File: src/rtl/key_event_queue.sv
// Turns debounced key levels into single press events with optional hold auto-repeat,
// queues them in a small FIFO and presents them to the consumer over valid/ready.
module key_event_queue #(
  parameter int              NKEY       = 6,
  parameter int              FIFO_DEPTH = 4,
  parameter int              RPT_DELAY  = 50000000,
  parameter int              RPT_PERIOD = 10000000,
  parameter logic [NKEY-1:0] RPT_MASK   = {NKEY{1'b0}}
) (
  input  logic            clk,
  input  logic            rst,
  input  logic [NKEY-1:0] key_lvl,
  output logic            evt_valid,
  output logic [2:0]      evt_code,
  input  logic            evt_ready,
  output logic [2:0]      evt_count,
  output logic            ovf
);

  localparam int AW      = (FIFO_DEPTH > 1) ? $clog2(FIFO_DEPTH) : 1;
  localparam int RPT_MAX = (RPT_DELAY > RPT_PERIOD) ? RPT_DELAY : RPT_PERIOD;
  localparam int CW      = (RPT_MAX > 1) ? $clog2(RPT_MAX) : 1;

  localparam logic [1:0] IDLE   = 2'd0;
  localparam logic [1:0] DELAY  = 2'd1;
  localparam logic [1:0] REPEAT = 2'd2;

  logic [NKEY-1:0] key_prev;
  logic [NKEY-1:0] pend;
  logic [2:0]      mem [FIFO_DEPTH];
  logic [AW-1:0]   wr_ptr;
  logic [AW-1:0]   rd_ptr;
  logic [AW:0]     count;
  logic [1:0]      state;
  logic [CW-1:0]   cnt;

  logic [NKEY-1:0] rise;
  logic [NKEY-1:0] rpt;
  logic [NKEY-1:0] grant;
  logic [NKEY-1:0] pend_nxt;
  logic [NKEY-1:0] lost;
  logic            full;
  logic            push;
  logic            pop;
  logic [2:0]      push_code;
  logic [AW:0]     count_nxt;
  logic [AW-1:0]   rd_nxt;
  logic [2:0]      head_nxt;
  logic            changed;
  logic            onehot;
  logic [1:0]      state_nxt;
  logic [CW-1:0]   cnt_nxt;

  // Edge detection, lowest-index grant and pending-press bookkeeping
  always_comb begin
    rise      = key_lvl & ~key_prev;
    full      = (count == (AW + 1)'(FIFO_DEPTH));
    // pend & -pend isolates the lowest set bit, i.e. the lowest key code wins
    grant     = full ? {NKEY{1'b0}} : (pend & (~pend + NKEY'(1)));
    push      = |grant;
    push_code = 3'd0;
    for (int i = 0; i < NKEY; i++) begin
      push_code = push_code | (grant[i] ? 3'(i + 1) : 3'd0);
    end
    pend_nxt  = (pend | rise | rpt) & ~grant;
    lost      = (rise | rpt) & pend & ~grant;
  end

  // FIFO occupancy and the next head value so the outputs can be registered
  always_comb begin
    pop       = evt_valid & evt_ready;
    count_nxt = count + (AW + 1)'(push) - (AW + 1)'(pop);
    rd_nxt    = rd_ptr + AW'(pop);
    if (count_nxt == {(AW + 1){1'b0}}) begin
      head_nxt = 3'd0;
    end else if ((count == {(AW + 1){1'b0}}) || ((count == (AW + 1)'(1)) && pop)) begin
      head_nxt = push_code;
    end else begin
      head_nxt = mem[rd_nxt];
    end
  end

  // Auto-repeat sequencer: a single masked key held unchanged produces periodic presses
  always_comb begin
    changed   = (key_lvl != key_prev);
    onehot    = (key_lvl != {NKEY{1'b0}}) && ((key_lvl & (key_lvl - NKEY'(1))) == {NKEY{1'b0}});
    rpt       = {NKEY{1'b0}};
    state_nxt = state;
    cnt_nxt   = cnt;
    case (state)
      IDLE: begin
        if (!changed && onehot && ((key_lvl & RPT_MASK) != {NKEY{1'b0}})) begin
          state_nxt = DELAY;
          cnt_nxt   = {CW{1'b0}};
        end else begin
          state_nxt = IDLE;
        end
      end
      DELAY: begin
        if (changed) begin
          state_nxt = IDLE;
          cnt_nxt   = {CW{1'b0}};
        end else if (cnt == CW'(RPT_DELAY - 1)) begin
          rpt       = key_lvl;
          state_nxt = REPEAT;
          cnt_nxt   = {CW{1'b0}};
        end else begin
          cnt_nxt   = cnt + CW'(1);
        end
      end
      REPEAT: begin
        if (changed) begin
          state_nxt = IDLE;
          cnt_nxt   = {CW{1'b0}};
        end else if (cnt == CW'(RPT_PERIOD - 1)) begin
          rpt       = key_lvl;
          cnt_nxt   = {CW{1'b0}};
        end else begin
          cnt_nxt   = cnt + CW'(1);
        end
      end
      default: begin
        state_nxt = IDLE;
        cnt_nxt   = {CW{1'b0}};
      end
    endcase
  end

  // Control state; key_prev tracks the input even in reset so held keys stay silent
  always_ff @(posedge clk) begin
    key_prev <= key_lvl;
    if (rst) begin
      pend      <= {NKEY{1'b0}};
      wr_ptr    <= {AW{1'b0}};
      rd_ptr    <= {AW{1'b0}};
      count     <= {(AW + 1){1'b0}};
      state     <= IDLE;
      cnt       <= {CW{1'b0}};
      evt_valid <= 1'b0;
      evt_code  <= 3'd0;
      ovf       <= 1'b0;
    end else begin
      pend      <= pend_nxt;
      wr_ptr    <= wr_ptr + AW'(push);
      rd_ptr    <= rd_nxt;
      count     <= count_nxt;
      state     <= state_nxt;
      cnt       <= cnt_nxt;
      evt_valid <= (count_nxt != {(AW + 1){1'b0}});
      evt_code  <= head_nxt;
      ovf       <= ovf | (|lost);
    end
  end

  // Event storage
  always_ff @(posedge clk) begin
    if (push && !rst) begin
      mem[wr_ptr] <= push_code;
    end
  end

  assign evt_count = 3'(count);

endmodule

File: config.mk
export PLATFORM = sky130hd
export DESIGN_NAME = key_event_queue
export DESIGN_NICKNAME = d
export VERILOG_FILES = /design/src/rtl/key_event_queue.sv
export SDC_FILE = /design/constraint.sdc
export NUM_CORES = 1
export LEC_CHECK = 0
export BUFFER_PORTS_ARGS = -buffer_cell sky130_fd_sc_hd__buf_2
export CAP_MARGIN = 0
export CORE_MARGIN = 3
export CORE_UTILIZATION = 45
export DETAILED_ROUTE_END_ITERATION = 16
export PLACE_DENSITY = 0.69
export SYNTH_ARGS = -nofsm -noshare
export SYNTH_HDL_FRONTEND = slang
export SYNTH_SLANG_ARGS = --single-unit
File: constraint.sdc
create_clock -name clk -period 4 [get_ports clk]
set_input_delay 0.4 -clock clk [delete_from_list [all_inputs] [get_ports clk]]
set_output_delay 0.4 -clock clk [all_outputs]
set_load 0.1 [all_outputs]
## After elaboration in Yosys (flattened, before gate mapping)

Memory sizes are Yosys's and may differ from the RTL's.
Cells that the tools add are included.

| word-level totals | value |
|---|---|
| register bits | 52 |
| memory bits (writable) | 12 |
| input bits | 9 |
| output and inout bits | 8 |
| word-level logic and storage cells | 80 |
| memories kept | 1 |

Memories:

| memory | words | bits a word | rd ports | clocked after Yosys merged registers in | write ports | RTL line | RTL |
|---|---|---|---|---|---|---|---|
| mem | 4 | 3 | 1 | 0 | 1 | 30 | `logic [2:0] mem [FIFO_DEPTH];` |

| operators by class | value |
|---|---|
| $add $sub $neg | 6 |
| equal/unequal tests | 9 |
| multiplexer cells | 24 |
| bitwise gates (word level) | 18 |
| reduce and logical (&&, ||, !) cells | 12 |

Operators by type and width:

| operator | number |
|---|---|
| $mux W26 | 4 |
| $pmux W26 S3 | 1 |
| $and A6 B6 Y6 | 5 |
| $mux W6 | 5 |
| $add A26 B1 Y26 const B | 1 |
| $eq A26 B24 Y1 const B | 1 |
| $eq A26 B26 Y1 const B | 1 |
| $not A6 Y6 | 3 |
| $or A6 B6 Y6 | 3 |
| $mux W3 | 4 |
| $pmux W6 S2 | 1 |
| $reduce_or A6 Y1 | 2 |
| $mux W2 | 5 |
| $add A6 B1 Y6 const B | 1 |
| $logic_not A3 Y1 | 2 |
| $ne A6 B6 Y1 | 1 |
| $or A3 B3 Y3 | 2 |
| $add A2 B1 Y2 | 2 |
| $pmux W2 S2 | 1 |
| $add A3 B1 Y3 | 1 |
| $eq A3 B1 Y1 const B | 1 |
| $eq A3 B3 Y1 const B | 1 |
| $mux W1 | 3 |
| $ne A3 B3 Y1 const B | 1 |
| other kinds (16) | 17 |

## Depth between registers and ports, before layout

| logic depth | value |
|---|---|
| depth after elaboration | 11 |
| gate-level depth with buffers | 12 |
| gate-level depth less buffers | 11 |

## Least setup slack after synthesis

No wires, ideal clock.

| path | value |
|---|---|
| kind | flip-flop to flip-flop |
| start point | register count[1], in the netlist evt_count[1] |
| end point | register evt_code[2] |
| library setup time | 129 ps |
| data arrival time | 3092 ps |
| required time | 3871 ps |
| slack | 779 ps |
| stages on the path, launching flop included | 13 |
| buffers on the path | 1 |
| clock period less this slack | 3221 ps |
| cell sequence | dfxtp_1 > nor3b_2 > buf_4 > a21oi_1 > inv_1 > ha_1 > inv_1 > ha_1 > fa_1 > xnor2_1 > xnor2_1 > o31ai_2 > nor2_1 |

| between the ends | value |
|---|---|
| word-level cells in the longest chain between the ends | 7 |
| elaborated cells on any way between the ends | 18 |
| those cells by class | add/sub: 2; eq/ne: 2; mux: 5; bitwise: 3; reduce/logical: 6 |

RTL lines:

| what | RTL line | RTL |
|---|---|---|
| start: declaration | 33 | `logic [AW:0] count;` |
| start signal: assignment | 136 | `count <= {(AW + 1){1'b0}};` |
| start signal: assignment | 146 | `count <= count_nxt;` |
| $eq A3 B3 Y1 | 57 | `full = (count == (AW + 1)'(FIFO_DEPTH));` |
| $mux W6 | 59 | `grant = full ? {NKEY{1'b0}} : (pend & (~pend + NKEY'(1)));` |
| $reduce_or A6 Y1 or $mux W3 (tied branches) | 60, 63 |  |
| $add A3 B1 Y3 or $or A2 B3 Y3 (tied branches) | 72, 63 |  |
| $sub A3 B1 Y3 or $or A3 B3 Y3 (tied branches) | 72, 63 |  |
| $logic_not A3 Y1 or $or A3 B3 Y3 (tied branches) | 74, 63 |  |
| $reduce_or A2 Y1 (no source line) or $mux W3 (tied branches) | - |  |
| end signal: assignment | 150 | `evt_code <= head_nxt;` |
| end: declaration | 14 | `output logic [2:0] evt_code,` |

Several ways; a longest one is shown, not always the timed one.
A chain may end at the register's enable or synchronous reset.

## Worst setup path after layout

| path | value |
|---|---|
| start point | register count[2], in the netlist evt_count[2] |
| end point | register evt_code[0] |

| between the ends | value |
|---|---|
| word-level cells in the longest chain between the ends | 9 |
| elaborated cells on any way between the ends | 20 |
| those cells by class | add/sub: 2; eq/ne: 2; mux: 5; bitwise: 5; reduce/logical: 6 |

RTL lines:

| what |
|---|
| parallel branches: the longest is 9 deep, another holds $add A3 B1 Y3 |

Several ways; the timed one is not identified.

==> qor.txt <==
Synthesized area -> 1530 µm²
I/O pin cnt -> 17
CTS buffer count -> 5
1st-pass router iterations -> 4
CP max stage cell -> fa_1
Num Clock Sinks -> 36
Fmax -> 370 MHz
# setup viols final -> 0
Resize count post-CTS -> 0
Routed WL -> 2.64 mm
Worst path arrival time -> 2.93 ns
Synth Area in XOR/XNOR -> 2.28%
Die area -> 4150 µm²
GRT overflow -> 0
Drt drc -> 0
DR vias -> 980
Biggest area consumer among synthesized cells -> dfxtp_1
RSZ-0062 raised after global routing -> no
First-pass GRT wire length -> 4.62 mm
Crit path launch type -> register
Synth Instances -> 128
Core area -> 3150 µm²
Via density -> 5.05
Pins Over Slew Limit -> 0
Vias in the first global route -> 998
Slew @ Worst Pin -> 0.687 ns
Worst-Skew Late Latency -> 0.34 ns
Setup TNS -> 0 ns
Port bufs -> 16
Required @ worst endpoint -> 4.22 ns
Post-synthesis mux area share -> 6.36%
Fin nets -> 163
Sequential area share after synthesis -> 54.8%
CTS HTree Levels -> 2
Pwr per Cell Area -> 778 nW/µm²
Reg clk slew, reported paths -> 0.10 ns
VDD IR max -> 0.000205 V
Num rows -> 20
TritonCTS clock tree -> done
Root Buffer Master -> clkbuf_4
Final Util -> 54.2%
Synth warnings -> 0
Synth async-reset ratio -> 0%
Remaining antenna violation count after routing -> 0
Final hold violations -> 0
Syn nets -> 142
Antenna violations before repair -> 0
Area grow syn2layout -> 11.4%
DR WL/cell -> 13.6 µm
Main combinational cell family by area after synthesis -> simple AND/OR/NAND/NOR gates
CP Cell Sequence -> nor3b_2, buf_4, a21oi_1, inv_1, ha_1, inv_1, ha_1, fa_1, xnor2_1, xnor2_1, o31ai_2, a211oi_1
Crit. End Element -> register
Synth Area in Simple Gates -> 16.1%
Crit-path max FO -> 11
Deepest clock path buffer count -> 2
Run status -> complete, no violations
Setup CP Type -> register to register
Mean cell area of the mapped netlist -> 12.0 µm²
Number of synthesized flops with an enable pin -> 12
Largest net degree at the start of global routing -> 15
Share of the synthesized area in the top cell type -> 31.3%
Max cap viols -> 0
# hold bufs at CTS -> 0
Iteration-0 DRC Markers -> 61
Die Height -> 64.4 µm
Fin crit share -> 67.6%
Top area cells in the synthesized netlist -> dfxtp_1 (31%), edfxtp_1 (23%), mux4_2 (4.4%), ha_1 (3.3%), inv_1 (2.9%)
Gpl congestion -> 0.747
Worst hold path class -> input pin to register
Area share of fa/ha/maj cells after synthesis -> 4.57%
Complex-gate fraction of the synthesized area -> 11.9%
Overall Power -> 1.33 mW
Commonest non-fill, non-tap cell in the layout -> dfxtp_1
Effective utilization at floorplan -> 48.7%
Ant. Diodes -> 0
Clock Skews -> 0.0122 ns
Distinct cells, synth -> 43
Dpl hpwl -> 1.99 mm
Commonest cells after routing, fill and taps aside -> dfxtp_1 (24), buf_2 (16), inv_1 (12), edfxtp_1 (12), nor2_1 (10)
Seq cells post-synth -> 36
Tot GR Track Use -> 14.9%
Post-CTS setup buffers -> 0
P_leak -> 0.711 nW
Top_reg_cell synth -> dfxtp_1
Slowest Stage Delay on Critical Path -> 0.39 ns
Shortest period the worst path allows -> 2.71 ns
Die Span X -> 64.4 µm
Fraction of layout cells with a size suffix above 1 -> 23.3%
Rel. slew slack -> 53.8%
[routing by layer]
metal  wire length (µm)  GRT usage (%)
met5                  0              0
met4                 61           7.12
met3                116           4.22
met2               1220           23.7
met1               1230           18.7
[layout make-up]
type | count | area, µm²
clock inverter | 1 | 3.75
timing repair buffer | 17 | 87.6
sequential | 36 | 841
multi-input combinational | 77 | 632
tap | 44 | 55.1
fill | 287 | 1440
inverter | 12 | 45.0
clock buffer | 7 | 45.0
[worst paths after layout]
path	slack (ns)	endpoint	depth (start not counted)	from
setup reg to reg	1.29	evt_code[0]	12	evt_count[2]
hold reg to reg	0.55	pend[1]	3	key_prev[1]
hold / removal	0.16	key_prev[2]	1	key_lvl[2]
setup / recovery	1.29	evt_code[0]	12	evt_count[2]
[Yosys cell counts (all sizes together) (2+ instances only)]
cell and instances:
dfxtp 24, edfxtp 12, inv 12, nor2 11, nor2b 7, a21oi 5
a211oi 4, ha 4, nand2 4, nor3b 4, mux2i 3, mux4 3
o21ai 3, xnor2 3, and2 2, and3b 2, buf 2, nand2b 2
nor3 2, o31ai 2
[power by group]
group          leakage [nW]  internal, mW  switching (mW)
clock                0.0269        0.0675           0.112
sequential            0.310         0.460          0.0541
combinational         0.374         0.200           0.436
total                 0.711         0.728           0.602
[stage by stage]
stage,worst slack [ns],std cells,hold WS (ns),area [µm²]
finish,1.29,194,0.165,1710
global route,1.04,194,0.152,1710
CTS,1.27,194,0.154,1710
detailed placement,1.29,186,0.516,1660
global placement,1.41,186,0.512,1660
floorplan,0.779,128,0.428,1530
[worst max-delay path, delay by kind of cell, from the launching register on]
kind,cells,cell delay (ns)
AOI/OAI and AO/OA,3,0.57
DFF,1,0.38
and+or+nand+nor,1,0.18
xor gates and xnor gates,2,0.30
adders and majority gates,3,0.85
buffers and inverters,3,0.31
[flip-flops by register name, indices dropped and copies added (netlist names)]
register and flops:
evt_count 3, ovf 1, evt_valid 1, pend 6, key_prev 6, mem 12
evt_code 3, rd_ptr 2, wr_ptr 2
[logic make-up after synthesis]
group | Yosys count
muxes | 6
buffers and inverters | 15
AOI/OAI and AO/OA | 22
adders and majority gates | 5
and+or+nand+nor | 40
xor gates and xnor gates | 4
DFF | 36
No activity file was read; power rests on OpenSTA's default activity.
